--- config.mk ---
export PLATFORM = sky130hd
export DESIGN_NAME = axis_rr_arbiter
export DESIGN_NICKNAME = d
export VERILOG_FILES = /design/src/rtl/axis_rr_arbiter_pkg.sv /design/src/rtl/rr_priority_select.sv /design/src/rtl/axis_rr_arbiter.sv
export SDC_FILE = /design/constraint.sdc
export NUM_CORES = 1
export LEC_CHECK = 0
export BUFFER_PORTS_ARGS = -buffer_cell sky130_fd_sc_hd__buf_2
export CORE_MARGIN = 5
export CORE_UTILIZATION = 35
export CTS_BUF_LIST = sky130_fd_sc_hd__clkbuf_4
export DETAILED_ROUTE_END_ITERATION = 8
export PLACE_DENSITY_LB_ADDON = 0.08
export SYNTH_ARGS = -nofsm -noshare
export SYNTH_HDL_FRONTEND = slang
export SYNTH_SLANG_ARGS = --single-unit
export TNS_END_PERCENT = 5
--- constraint.sdc ---
create_clock -name clock -period 5.6 [get_ports clock]
set_input_delay 0.28 -clock clock [delete_from_list [all_inputs] [get_ports clock]]
set_output_delay 0.28 -clock clock [all_outputs]
set_load 0.02 [all_outputs]
--- src/rtl/axis_rr_arbiter_pkg.sv ---
// Shared types and helpers for the AXI-Stream round-robin arbiter.
//   arb_state_e : arbiter FSM encoding (IDLE = 0, BUSY = 1)
//   rr_dist     : rotating-priority distance of a port from the last grant
package axis_rr_arbiter_pkg;

  typedef enum logic {
    ARB_IDLE = 1'b0,
    ARB_BUSY = 1'b1
  } arb_state_e;

  // Search position of port j when the search starts at (last+1) mod ports.
  // 0 means highest priority, ports-1 means lowest (the last granted port).
  function automatic int rr_dist(int j, int last, int ports);
    return (j + ports - 1 - last) % ports;
  endfunction

endpackage

--- src/rtl/rr_priority_select.sv ---
// Combinational rotating-priority search.
//   req   : request vector, one bit per port
//   last  : previously granted port; the search starts at last+1 and wraps
//           from PORTS-1 to 0, so indices >= PORTS are never produced
//   found : at least one request present
//   sel   : first requesting port in rotating order (0 when !found)
module rr_priority_select
  import axis_rr_arbiter_pkg::*;
#(
  parameter int PORTS     = 4,
  parameter int PORT_BITS = 2
) (
  input  logic [PORTS-1:0]     req,
  input  logic [PORT_BITS-1:0] last,
  output logic                 found,
  output logic [PORT_BITS-1:0] sel
);

  int best;

  // Keep the requester with the smallest rotating distance.
  always_comb begin
    found = 1'b0;
    sel   = '0;
    best  = PORTS;
    for (int j = 0; j < PORTS; j++) begin
      if (req[j] && (rr_dist(j, int'(last), PORTS) < best)) begin
        best  = rr_dist(j, int'(last), PORTS);
        found = 1'b1;
        sel   = PORT_BITS'(j);
      end
    end
  end

endmodule

--- src/rtl/axis_rr_arbiter.sv ---
// Packet-aware round-robin arbiter: PORTS AXI-Stream sources share one
// registered AXI-Stream output. A grant is held for a whole packet (until a
// tlast beat), so packets are never interleaved.
//   clock, resetn            : clock, async active-low reset
//   s_tdata/s_tvalid/s_tlast : per-port slave inputs (port i data at
//                              [i*DATA_WIDTH +: DATA_WIDTH])
//   s_tready                 : per-port ready, one-hot or zero
//   m_tdata/m_tvalid/m_tlast : registered master outputs
//   m_tid                    : registered source port of the m beat
//   m_tready                 : downstream ready
module axis_rr_arbiter
  import axis_rr_arbiter_pkg::*;
#(
  parameter int DATA_WIDTH = 8,
  parameter int PORTS      = 4,
  parameter int PORT_BITS  = 2
) (
  input  logic                        clock,
  input  logic                        resetn,
  input  logic [PORTS*DATA_WIDTH-1:0] s_tdata,
  input  logic [PORTS-1:0]            s_tvalid,
  input  logic [PORTS-1:0]            s_tlast,
  output logic [PORTS-1:0]            s_tready,
  output logic [DATA_WIDTH-1:0]       m_tdata,
  output logic                        m_tvalid,
  output logic                        m_tlast,
  output logic [PORT_BITS-1:0]        m_tid,
  input  logic                        m_tready
);

  arb_state_e             state_q, state_d;
  logic [PORT_BITS-1:0]   grant_q, grant_d;
  logic [PORT_BITS-1:0]   last_q, last_d;
  logic                   found;
  logic [PORT_BITS-1:0]   sel;

  logic [DATA_WIDTH-1:0]  gnt_data;
  logic                   gnt_valid;
  logic                   gnt_last;
  logic                   gnt_ready;
  logic                   beat;

  rr_priority_select #(
    .PORTS     (PORTS),
    .PORT_BITS (PORT_BITS)
  ) u_sel (
    .req   (s_tvalid),
    .last  (last_q),
    .found (found),
    .sel   (sel)
  );

  // Output register can take a beat when empty or draining this cycle.
  assign gnt_ready = (state_q == ARB_BUSY) && (!m_tvalid || m_tready);

  // Granted-port mux; compare-based so no variable index into the buses.
  always_comb begin
    gnt_data  = '0;
    gnt_valid = 1'b0;
    gnt_last  = 1'b0;
    for (int i = 0; i < PORTS; i++) begin
      if (grant_q == PORT_BITS'(i)) begin
        gnt_data  = s_tdata[i*DATA_WIDTH +: DATA_WIDTH];
        gnt_valid = s_tvalid[i];
        gnt_last  = s_tlast[i];
      end
    end
  end

  for (genvar i = 0; i < PORTS; i++) begin : g_rdy
    assign s_tready[i] = gnt_ready && (grant_q == PORT_BITS'(i));
  end

  assign beat = gnt_valid && gnt_ready;

  always_comb begin
    state_d = state_q;
    grant_d = grant_q;
    last_d  = last_q;
    case (state_q)
      ARB_IDLE: begin
        // Pointer moves only on a grant, giving per-packet fairness.
        if (found) begin
          grant_d = sel;
          last_d  = sel;
          state_d = ARB_BUSY;
        end
      end
      ARB_BUSY: begin
        // No timeout: a stalled granted port keeps the grant.
        if (beat && gnt_last) state_d = ARB_IDLE;
      end
      default: state_d = ARB_IDLE;
    endcase
  end

  always_ff @(posedge clock or negedge resetn) begin
    if (!resetn) begin
      state_q <= ARB_IDLE;
      grant_q <= '0;
      last_q  <= PORT_BITS'(PORTS-1);
    end else begin
      state_q <= state_d;
      grant_q <= grant_d;
      last_q  <= last_d;
    end
  end

  always_ff @(posedge clock or negedge resetn) begin
    if (!resetn) begin
      m_tvalid <= 1'b0;
      m_tdata  <= '0;
      m_tlast  <= 1'b0;
      m_tid    <= '0;
    end else if (beat) begin
      m_tvalid <= 1'b1;
      m_tdata  <= gnt_data;
      m_tlast  <= gnt_last;
      m_tid    <= grant_q;
    end else if (m_tready) begin
      m_tvalid <= 1'b0;
    end
  end

endmodule

==> results of run 1 <==
[cell usage after synthesis, drive strengths merged, types with 2 or more instances]
cell | instances | area, sq um
o21ai | 3 | 15.01
inv | 4 | 15.01
nor3b | 2 | 15.01
o211ai | 2 | 28.78
a21o | 3 | 22.52
dfrtp | 15 | 375.4
mux4 | 9 | 225.2
mux2 | 11 | 157.7
nor2 | 5 | 35.03
o32a | 2 | 22.52
nor3 | 2 | 10.01
buf | 3 | 21.27
dfstp | 2 | 52.55
ha | 3 | 37.54
a21oi | 3 | 15.01
nand2 | 5 | 18.77
o21a | 2 | 15.01
[final timing paths]
kind                       slack [ps]                     end  cells past startpoint
max                              1640  grant_q[1]$_DFFE_PN0P_                     14
min                               390    m_tid[0]$_DFFE_PN0P_                      3
max reg2reg                      1640  grant_q[1]$_DFFE_PN0P_                     14
min reg2reg                       510    m_tid[1]$_DFFE_PN0P_                      1
max in group asynchronous        4840   last_q[0]$_DFFE_PN1P_                      2
min in group asynchronous         430  m_tdata[3]$_DFFE_PN0P_                      2
[kinds of logic after synthesis]
kind of cell | Yosys count
XOR/XNOR | 1
AND/OR/NAND/NOR | 20
AO/OA/AOI/OAI | 21
multiplexers | 21
adder cells (fa/ha/maj) | 3
flip-flops | 17
buffers and inverters | 8
[per-layer routing]
layer,vias to the layer above,wire length [um]
met2,38,1467
met3,2,249
met5,-,0
met1,487,1291
met4,0,13
li1,482,-
[flip-flops by register name (all words and copies together), names as in the netlist]
| signal | flops |
|---|---|
| m_tdata | 8 |
| grant_q | 2 |
| last_q | 2 |
| m_tid | 2 |
| m_tlast | 1 |
| m_tvalid | 1 |
| state_q | 1 |
[worst reg2reg max path, delay by kind of cell, from the launching register on]
kind | cells | cell delay [ps]
AO/OA/AOI/OAI | 7 | 1410
adder cells (fa/ha/maj) | 3 | 900
multiplexers | 2 | 770
flip-flops | 1 | 590
XOR/XNOR | 1 | 170
buffers and inverters | 1 | 70
[cells in the final DEF (no fill, tap or decap), drive strengths merged]
| cell type | count |
|---|---|
| a211o | 1 |
| a21boi | 1 |
| a21o | 3 |
| a21oi | 3 |
| a22oi | 1 |
| a311oi | 1 |
| and2 | 1 |
| and4 | 1 |
| and4b | 1 |
| buf | 58 |
| clkbuf | 3 |
| clkinv | 1 |
| dfrtp | 15 |
| dfstp | 2 |
| dlygate4sd3 | 1 |
| ha | 3 |
| inv | 4 |
| mux2 | 11 |
| mux2i | 1 |
| mux4 | 9 |
| nand2 | 5 |
| nand2b | 1 |
| nor2 | 5 |
| nor2b | 1 |
| nor3 | 2 |
| nor3b | 2 |
| o211ai | 2 |
| o21a | 2 |
| o21ai | 3 |
| o22ai | 1 |
| o2bb2ai | 1 |
| o32a | 2 |
| or3b | 1 |
| xnor2 | 1 |
[power by group through the flow]
stage          Combinational, mW  Clock (mW)  Sequential (mW)
2_1_floorplan              0.444           0            0.287
3_3_place_gp               0.573           0            0.281
3_5_place_dp               0.580           0            0.283
4_1_cts                    0.587      0.0726            0.280
5_1_grt                    0.636      0.0762            0.292
6_report                   0.583      0.0687            0.277
[area by class of cell]
| cell class | instances | area share, % |
|---|---|---|
| Clock buffer | 3 | 1.445 |
| Clock inverter | 1 | 0.3210 |
| Inverter | 4 | 0.9631 |
| Multi-Input combinational cell | 66 | 46.87 |
| Sequential cell | 17 | 27.45 |
| Tap cell | 46 | 3.692 |
| Timing Repair Buffer | 59 | 19.26 |
[per-stage QoR]
stage / hold WS, ps / utilization (%) / power [mW] / worst slack, ps / instances
finish: 390.0 / 46.72 / 0.9289 / 1644 / 196
global route: 408.4 / 46.72 / 1.005 / 1416 / 196
CTS: 382.0 / 46.72 / 0.9396 / 1639 / 196
detailed placement: 236.4 / 45.59 / 0.8633 / 1679 / 191
global placement: 235.1 / 45.59 / 0.8544 / 1775 / 191
floorplan: -15.59 / - / 0.7307 / 1921 / 91
==> insert_results.sql, run 1 <==
INSERT INTO impl_metrics (metric_group, metric, value, unit) VALUES
('finish', 'n_antenna_cell', '0', ''),
('sta', 'report.final.slew_viol_count', '0', ''),
('sta', 'clock_skew', '2.077', 'ps'),
('clock_network', 'post_cts_resize_count', '0', ''),
('routing', 'drtPass1Iterations', '4', ''),
('finish', 'syn2layout_area_growth', '30.06', '%'),
('floorplanning', 'initial_util', '35.92', '%'),
('routing', 'detail_route.wirelength', '3021', 'um'),
('setup_path', 'critical-path-max-stage-delay', '590', 'ps'),
('setup_path', 'worstPathBufferInverterCount', '1', ''),
('setup_path', 'critPathTopFamily', 'compound AO/OA/AOI/OAI gates', ''),
('pwr', 'p_switching', '0.4020', 'mW'),
('clock_network', 'clock_buffer_count_from_cts', '3', ''),
('clock_network', 'insertion_delay_of_the_later_clocked_pin_in_the_worst_skew_pair', '290', 'ps'),
('run', 'timing.max_cap.violations', '0', ''),
('routing', 'via_per_inst', '5.148', ''),
('grt', 'first_global_vias', '984', ''),
('setup_path', 'timing.rr.start', 'last_q[0]$_DFFE_PN1P_', ''),
('pwr', 'pwr-share-comb', '62.8', '%'),
('setup_path', 'worstSetupPathType', 'flop to flop', ''),
('setup_path', 'crit_path_cell_trace', 'xnor2_1 > inv_1 > ha_1 > a21o_1 > a21boi_0 > mux2_2 > ha_1 > o22ai_1 > a22oi_1 > mux2_2 > ha_1 > a211o_1 > o211ai_1 > o21a_1', ''),
('clock_network', 'cts.repair_timing.setup_buffer_count', '0', ''),
('logic_synthesis', 'synth_enable_flop_cells', '0', ''),
('sta', 'setup-tns-final', '0', 'ps'),
('clock_network', 'clk_transition_reported_paths', '110', 'ps'),
('sta', 'upper_clock_frequency_limit', '252.8', 'MHz'),
('logic_synthesis', 'synthesis.area', '1199', 'sq um'),
('min_path', 'min_from', 's_tvalid[2]', ''),
('logic_synthesis', 'postSynthRegisterBits', '17', ''),
('finish', 'post_layout_inst_area', '1559', 'sq um'),
('setup_path', 'timing.critical_path.slowest_stage_cell', 'dfstp_2', ''),
('sta', 'setup_repair_after_global_routing_missed_its_margin', 'no', ''),
('sta', 'worst_slew_margin_rel', '49.51', '%'),
('floorplanning', 'core_region_area', '3337', 'sq um'),
('logic_synthesis', 'synth.yosys.seq_area_share', '35.70', '%'),
('finish', 'multi_input_comb_area', '730.7', 'sq um'),
('pwr', 'vdd.ir_drop.worst', '0.0002772', 'V'),
('floorplanning', 'die_height', '68.52', 'um'),
('finish', 'regArea', '427.9', 'sq um'),
('floorplanning', 'design.portCount', '59', ''),
('finish', 'fillCellCount', '313', ''),
('logic_synthesis', 'netlist-cell-type-count', '37', ''),
('floorplanning', 'die_span_x', '68.52', 'um'),
('routing', 'antenna_left', '0', ''),
('clock_network', 'cts-root-buf', 'clkbuf_4', ''),
('finish', 'layout.nets', '197', ''),
('clock_network', 'max-clock-path-buffers', '2', ''),
('pwr', 'portion_of_total_power_attributed_to_sequential_cells', '29.8', '%'),
('logic_synthesis', 'synth_flop_cell', 'dfrtp_1', ''),
('placement', 'placement.io_buffers', '58', ''),
('floorplanning', 'num_rows', '21', ''),
('logic_synthesis', 'yosysWarningCount', '0', ''),
('grt', 'grt_first_pass_wirelength', '4616', 'um'),
('placement', 'post-dp-hpwl', '2328', 'um'),
('setup_path', 'cp-start-kind', 'flop', ''),
('pwr', 'switching_share', '43.28', '%'),
('logic_synthesis', 'mappedNetlistNets', '137', ''),
('setup_path', 'critical_path_required', '5840', 'ps'),
('sta', 'finalSetupViolations', '0', ''),
('clock_network', 'hold_buffers', '1', ''),
('logic_synthesis', 'post_synth_fa_ha_maj_area_fraction', '3.132', '%'),
('grt', 'groute.usage.overall', '13.18', '%'),
('min_path', 'min_path_type', 'primary input to flop', ''),
('sta', 'hold_viol', '0', ''),
('grt', 'met1_demand_to_capacity_share_in_global_routing', '15.67', '%'),
('routing', 'detailedRoute.firstIterationViolations', '37', ''),
('status', 'run_status', 'finished, final reports clean', ''),
('clock_network', 'cts_num_sinks', '17', ''),
('logic_synthesis', 'avgSynthCellArea', '13.17', 'sq um'),
('pwr', 'power_frac_clock', '7.4', '%'),
('placement', 'gp_congestion', '1.001', '');
No activity file was read; power rests on OpenSTA's default activity.
==> inputs of run 2 (changes only) <==
--- a/config.mk
+++ b/config.mk
@@ -5,6 +5,7 @@
 export SDC_FILE = /design/constraint.sdc
 export NUM_CORES = 1
 export LEC_CHECK = 0
+export ABC_AREA = 1
 export BUFFER_PORTS_ARGS = -buffer_cell sky130_fd_sc_hd__buf_2
 export CORE_MARGIN = 5
 export CORE_UTILIZATION = 35
==> constraint.sdc (replaced) <==
create_clock -name clock -period 4.08 [get_ports clock]
set_input_delay 0.204 -clock clock [delete_from_list [all_inputs] [get_ports clock]]
set_output_delay 0.204 -clock clock [all_outputs]
set_load 0.02 [all_outputs]
==> run 2 against run 1 <==
  * Hold slack lost 290 ps
  * Setup slack worse by 660 ps
  * Cell area down 1.5%
  * First-iteration DRC count fell by 2.7%
  * Critical path depth up 6
  * Global-route usage grew 1.4 points
==> insert_results.sql, run 2 <==
INSERT INTO impl_metrics (metric_group, metric, value, unit) VALUES
('status', 'run_status', 'finished, final reports clean', ''),
('logic_synthesis', 'synth_flop_cell', 'dfrtp_1', ''),
('sta', 'clock_skew', '2.450', 'ps'),
('routing', 'drtPass1Iterations', '4', ''),
('logic_synthesis', 'synthesis.area', '1207', 'sq um'),
('floorplanning', 'die_height', '68.74', 'um'),
('sta', 'hold_viol', '0', ''),
('finish', 'layout.cells.most_common', 'buf_2', ''),
('placement', 'post-dp-hpwl', '2680', 'um'),
('setup_path', 'worstPathBufferInverterCount', '2', ''),
('placement', 'detailedPlace.worstSlack', '1004', 'ps'),
('setup_path', 'timing.reg2reg.setup_slack', '980', 'ps'),
('grt', 'met3_usage', '4.052', '%'),
('finish', 'n_antenna_cell', '0', ''),
('placement', 'placement.io_buffers', '58', ''),
('finish', 'multi_input_comb_area', '653.1', 'sq um'),
('sta', 'final_critical_path_setup_slack', '984.9', 'ps'),
('placement', 'place.detailed.instances', '261', ''),
('setup_path', 'cpMostUsedCell', 'nand2_1', ''),
('grt', 'largest_net_degree_at_the_start_of_global_routing', '24', ''),
('finish', 'largest_reg_flops', '8', ''),
('logic_synthesis', 'synth_cells', '162', ''),
('finish', 'largest_register', 'm_tdata', ''),
('routing', 'antenna_left', '0', ''),
('grt', 'grt_first_pass_wirelength', '5175', 'um'),
('pwr', 'vdd.ir_drop.worst', '0.0003677', 'V'),
('floorplanning', 'num_rows', '21', ''),
('setup_path', 'cp-start-kind', 'flop', ''),
('logic_synthesis', 'postSynth.asyncResetShare', '100.0', '%'),
('sta', 'setup_repair_after_global_routing_missed_its_margin', 'no', ''),
('setup_path', 'crit_arrival', '3290', 'ps'),
('setup_path', 'critical_path_required', '4270', 'ps'),
('clock_network', 'cts_tree', 'done', ''),
('placement', 'gp_congestion', '0.9206', ''),
('finish', 'syn2layout_area_growth', '27.15', '%'),
('floorplanning', 'die_span_x', '68.74', 'um'),
('grt', 'grt_util_met2', '25.74', '%'),
('setup_path', 'worst_setup_path_end_kind', 'flop', ''),
('run', 'timing.max_cap.violations', '0', ''),
('sta', 'hold_ws', '96.51', 'ps'),
('grt', 'groute.usage.overall', '14.61', '%'),
('sta', 'finalCritPeriodShare', '75.86', '%'),
('sta', 'report.final.slew_viol_count', '0', ''),
('finish', 'fillCellCount', '383', ''),
('min_path', 'min_path_type', 'primary input to flop', ''),
('sta', 'worst_slew_margin_rel', '51.63', '%'),
('clock_network', 'insertion_delay_of_the_later_clocked_pin_in_the_worst_skew_pair', '290', 'ps'),
('floorplanning', 'design.portCount', '59', ''),
('setup_path', 'number_of_cell_instances_on_the_worst_register_to_register_path', '20', ''),
('routing', 'drt_drc_violations_left', '0', ''),
('clock_network', 'clock_buffer_count_from_cts', '3', ''),
('logic_synthesis', 'avgSynthCellArea', '7.453', 'sq um'),
('setup_path', 'path_max_fanout', '5', ''),
('routing', 'detailedRoute.firstIterationViolations', '36', ''),
('setup_path', 'worstSetupPathType', 'flop to flop', ''),
('grt', 'first_global_vias', '1235', ''),
('sta', 'post-route-min-period', '3095', 'ps'),
('setup_path', 'timing.rr.start', 'last_q[1]$_DFFE_PN1P_', ''),
('logic_synthesis', 'synth_area_leader_cell', 'dfrtp_1', ''),
('floorplanning', 'initial_util', '36.18', '%'),
('routing', 'wl_per_cell', '12.67', 'um'),
('min_path', 'hold_path_cells', '2', ''),
('clock_network', 'cts-root-buf', 'clkbuf_4', ''),
('pwr', 'power.leakage', '0.8666', 'nW'),
('finish', 'regArea', '427.9', 'sq um'),
('grt', 'grt_overflow_total', '0', ''),
('min_path', 'min_to', 'm_tvalid$_DFFE_PN0P_', ''),
('clock_network', 'max-clock-path-buffers', '2', ''),
('setup_path', 'worst-path-stages', '20', ''),
('finish', 'final_cell_mix', 'buf_2 (58), nand2_1 (55), nand3_1 (20)', ''),
('finish', 'instances_no_fill', '266', ''),
('floorplanning', 'core_region_area', '3337', 'sq um'),
('logic_synthesis', 'synth_top_cell_area_share', '31.09', '%'),
('sta', 'upper_clock_frequency_limit', '323.1', 'MHz'),
('sta', 'finalSetupViolations', '0', ''),
('sta', 'setup-tns-final', '0', 'ps'),
('routing', 'detail_route.wirelength', '3370', 'um'),
('clock_network', 'h-tree-depth', '1', ''),
('clock_network', 'cts.repair_timing.setup_buffer_count', '0', ''),
('logic_synthesis', 'netlist-cell-type-count', '28', ''),
('clock_network', 'clk_transition_reported_paths', '100', 'ps'),
('clock_network', 'cts_num_sinks', '17', ''),
('logic_synthesis', 'mappedNetlistNets', '208', ''),
('routing', 'total_number_of_vias', '1278', ''),
('pwr', 'power_density', '801.6', 'nW/um^2'),
('logic_synthesis', 'yosysWarningCount', '0', ''),
('logic_synthesis', 'synth.yosys.seq_area_share', '35.44', '%'),
('logic_synthesis', 'synth_most_common_cell', 'nand2_1', ''),
('sta', 'tightestPinTransition', '722.8', 'ps'),
('setup_path', 'critPathTopFamily', 'simple AND/OR/NAND/NOR gates', ''),
('setup_path', 'timing.critical_path.slowest_stage_cell', 'dfstp_2', ''),
('logic_synthesis', 'ys_top_cells_by_area', 'dfrtp_1 (31%), nand2_1 (17%), nand3_1 (8.3%)', ''),
('min_path', 'min_from', 'm_tready', ''),
('grt', 'met1_demand_to_capacity_share_in_global_routing', '16.65', '%'),
('setup_path', 'critical-path-max-stage-delay', '580', 'ps'),
('grt', 'antenna_found_initial', '0', ''),
('setup_path', 'crit_path_cell_trace', 'xor2_1 > ha_1 > nand3_1 > nand3_1 > o21ai_0 > ha_1 > inv_1 > nor2_1 > nand2_1 > nand3_2 > nand2_1 > o21ai_0 > ha_1 > inv_1 > nor2_1 > nand2_1 > nand3_1 > nand2_1 > nand2_1 > nand2_1', ''),
('finish', 'final_layout_size_suffix_gt1_share', '39.09', '%'),
('grt', 'grt-busiest-layer', 'met2', ''),
('logic_synthesis', 'synth_enable_flop_cells', '0', ''),
('logic_synthesis', 'yosys-top-cells-count', 'nand2_1 (55), nand3_1 (20), dfrtp_1 (15)', ''),
('floorplanning', 'die_area', '4725', 'sq um'),
('finish', 'layout.nets', '267', ''),
('routing', 'via_per_inst', '4.805', ''),
('logic_synthesis', 'postSynthRegisterBits', '17', ''),
('setup_path', 'r2r_end', 'grant_q[0]$_DFFE_PN0P_', '');
-- run 2: cell types whose count changed after synthesis, sizes merged, moves of 3 or more --
cell	previous run	this run
nand2	5	59
nand3	0	21
o21ai	3	20
inv	4	17
mux2	11	0
mux4	9	0
a21o	3	0
a21oi	3	6
-- run 2: metrics by stage --
stage	total power [mW]	util [%]	cell area [sq um]
after floorplan	0.9929	-	1207
after detailed placement	1.151	44.88	1498
after CTS	1.248	46.01	1535
after global routing	1.363	46.01	1535
after global placement	1.130	44.88	1498
final	1.231	46.01	1535
-- run 2: what timing repair did --
| item | in CTS | in global routing |
|---|---|---|
| endpoints found under the hold margin | 15 | 0 |
| hold buffers | 1 | 0 |
| gates resized for setup | 0 | 0 |
| setup endpoints to repair | 0 | 0 |
-- run 2: kinds of logic after synthesis --
group | synth area share, %
xor gates and xnor gates | 0.7255
buffers and inverters | 10.47
DFF | 35.44
and+or+nand+nor | 34.09
AOI/OAI and AO/OA | 16.17
adders and majority gates | 3.109
-- run 2: per-layer routing --
layer	share of wire, %	vias to the layer above
met5	0	-
met4	1.8	0
met3	5.8	6
met2	49	32
met1	43	592
li1	-	648
-- run 2: worst max-delay path by stage --
| stage | from | endpoint | slack [ps] |
|---|---|---|---|
| after global placement | last_q[1]$_DFFE_PN1P_ | last_q[0]$_DFFE_PN1P_ | 1140 |
| after global routing | last_q[1]$_DFFE_PN1P_ | grant_q[1]$_DFFE_PN0P_ | 700 |
| after CTS | last_q[1]$_DFFE_PN1P_ | grant_q[1]$_DFFE_PN0P_ | 980 |
| after detailed placement | last_q[1]$_DFFE_PN1P_ | grant_q[1]$_DFFE_PN0P_ | 1000 |
| final | last_q[1]$_DFFE_PN1P_ | grant_q[0]$_DFFE_PN0P_ | 980 |
| after floorplan | last_q[1]$_DFFE_PN1P_ | grant_q[0]$_DFFE_PN0P_ | 1280 |
-- run 2: area by class of cell --
| cell class | instances | share of cell area (%) |
|---|---|---|
| Clock buffer | 3 | 1.467 |
| Clock inverter | 1 | 0.3260 |
| Inverter | 17 | 4.482 |
| Multi-Input combinational cell | 123 | 42.54 |
| Sequential cell | 17 | 27.87 |
| Tap cell | 46 | 3.749 |
| Timing Repair Buffer | 59 | 19.56 |
-- run 2: report_power, final --
group / internal (mW) / leakage (nW) / switching (mW)
registers: 0.256 / 0.207 / 0.0827
clock network: 0.0364 / 0.0177 / 0.0547
logic: 0.282 / 0.642 / 0.519
total: 0.575 / 0.867 / 0.656
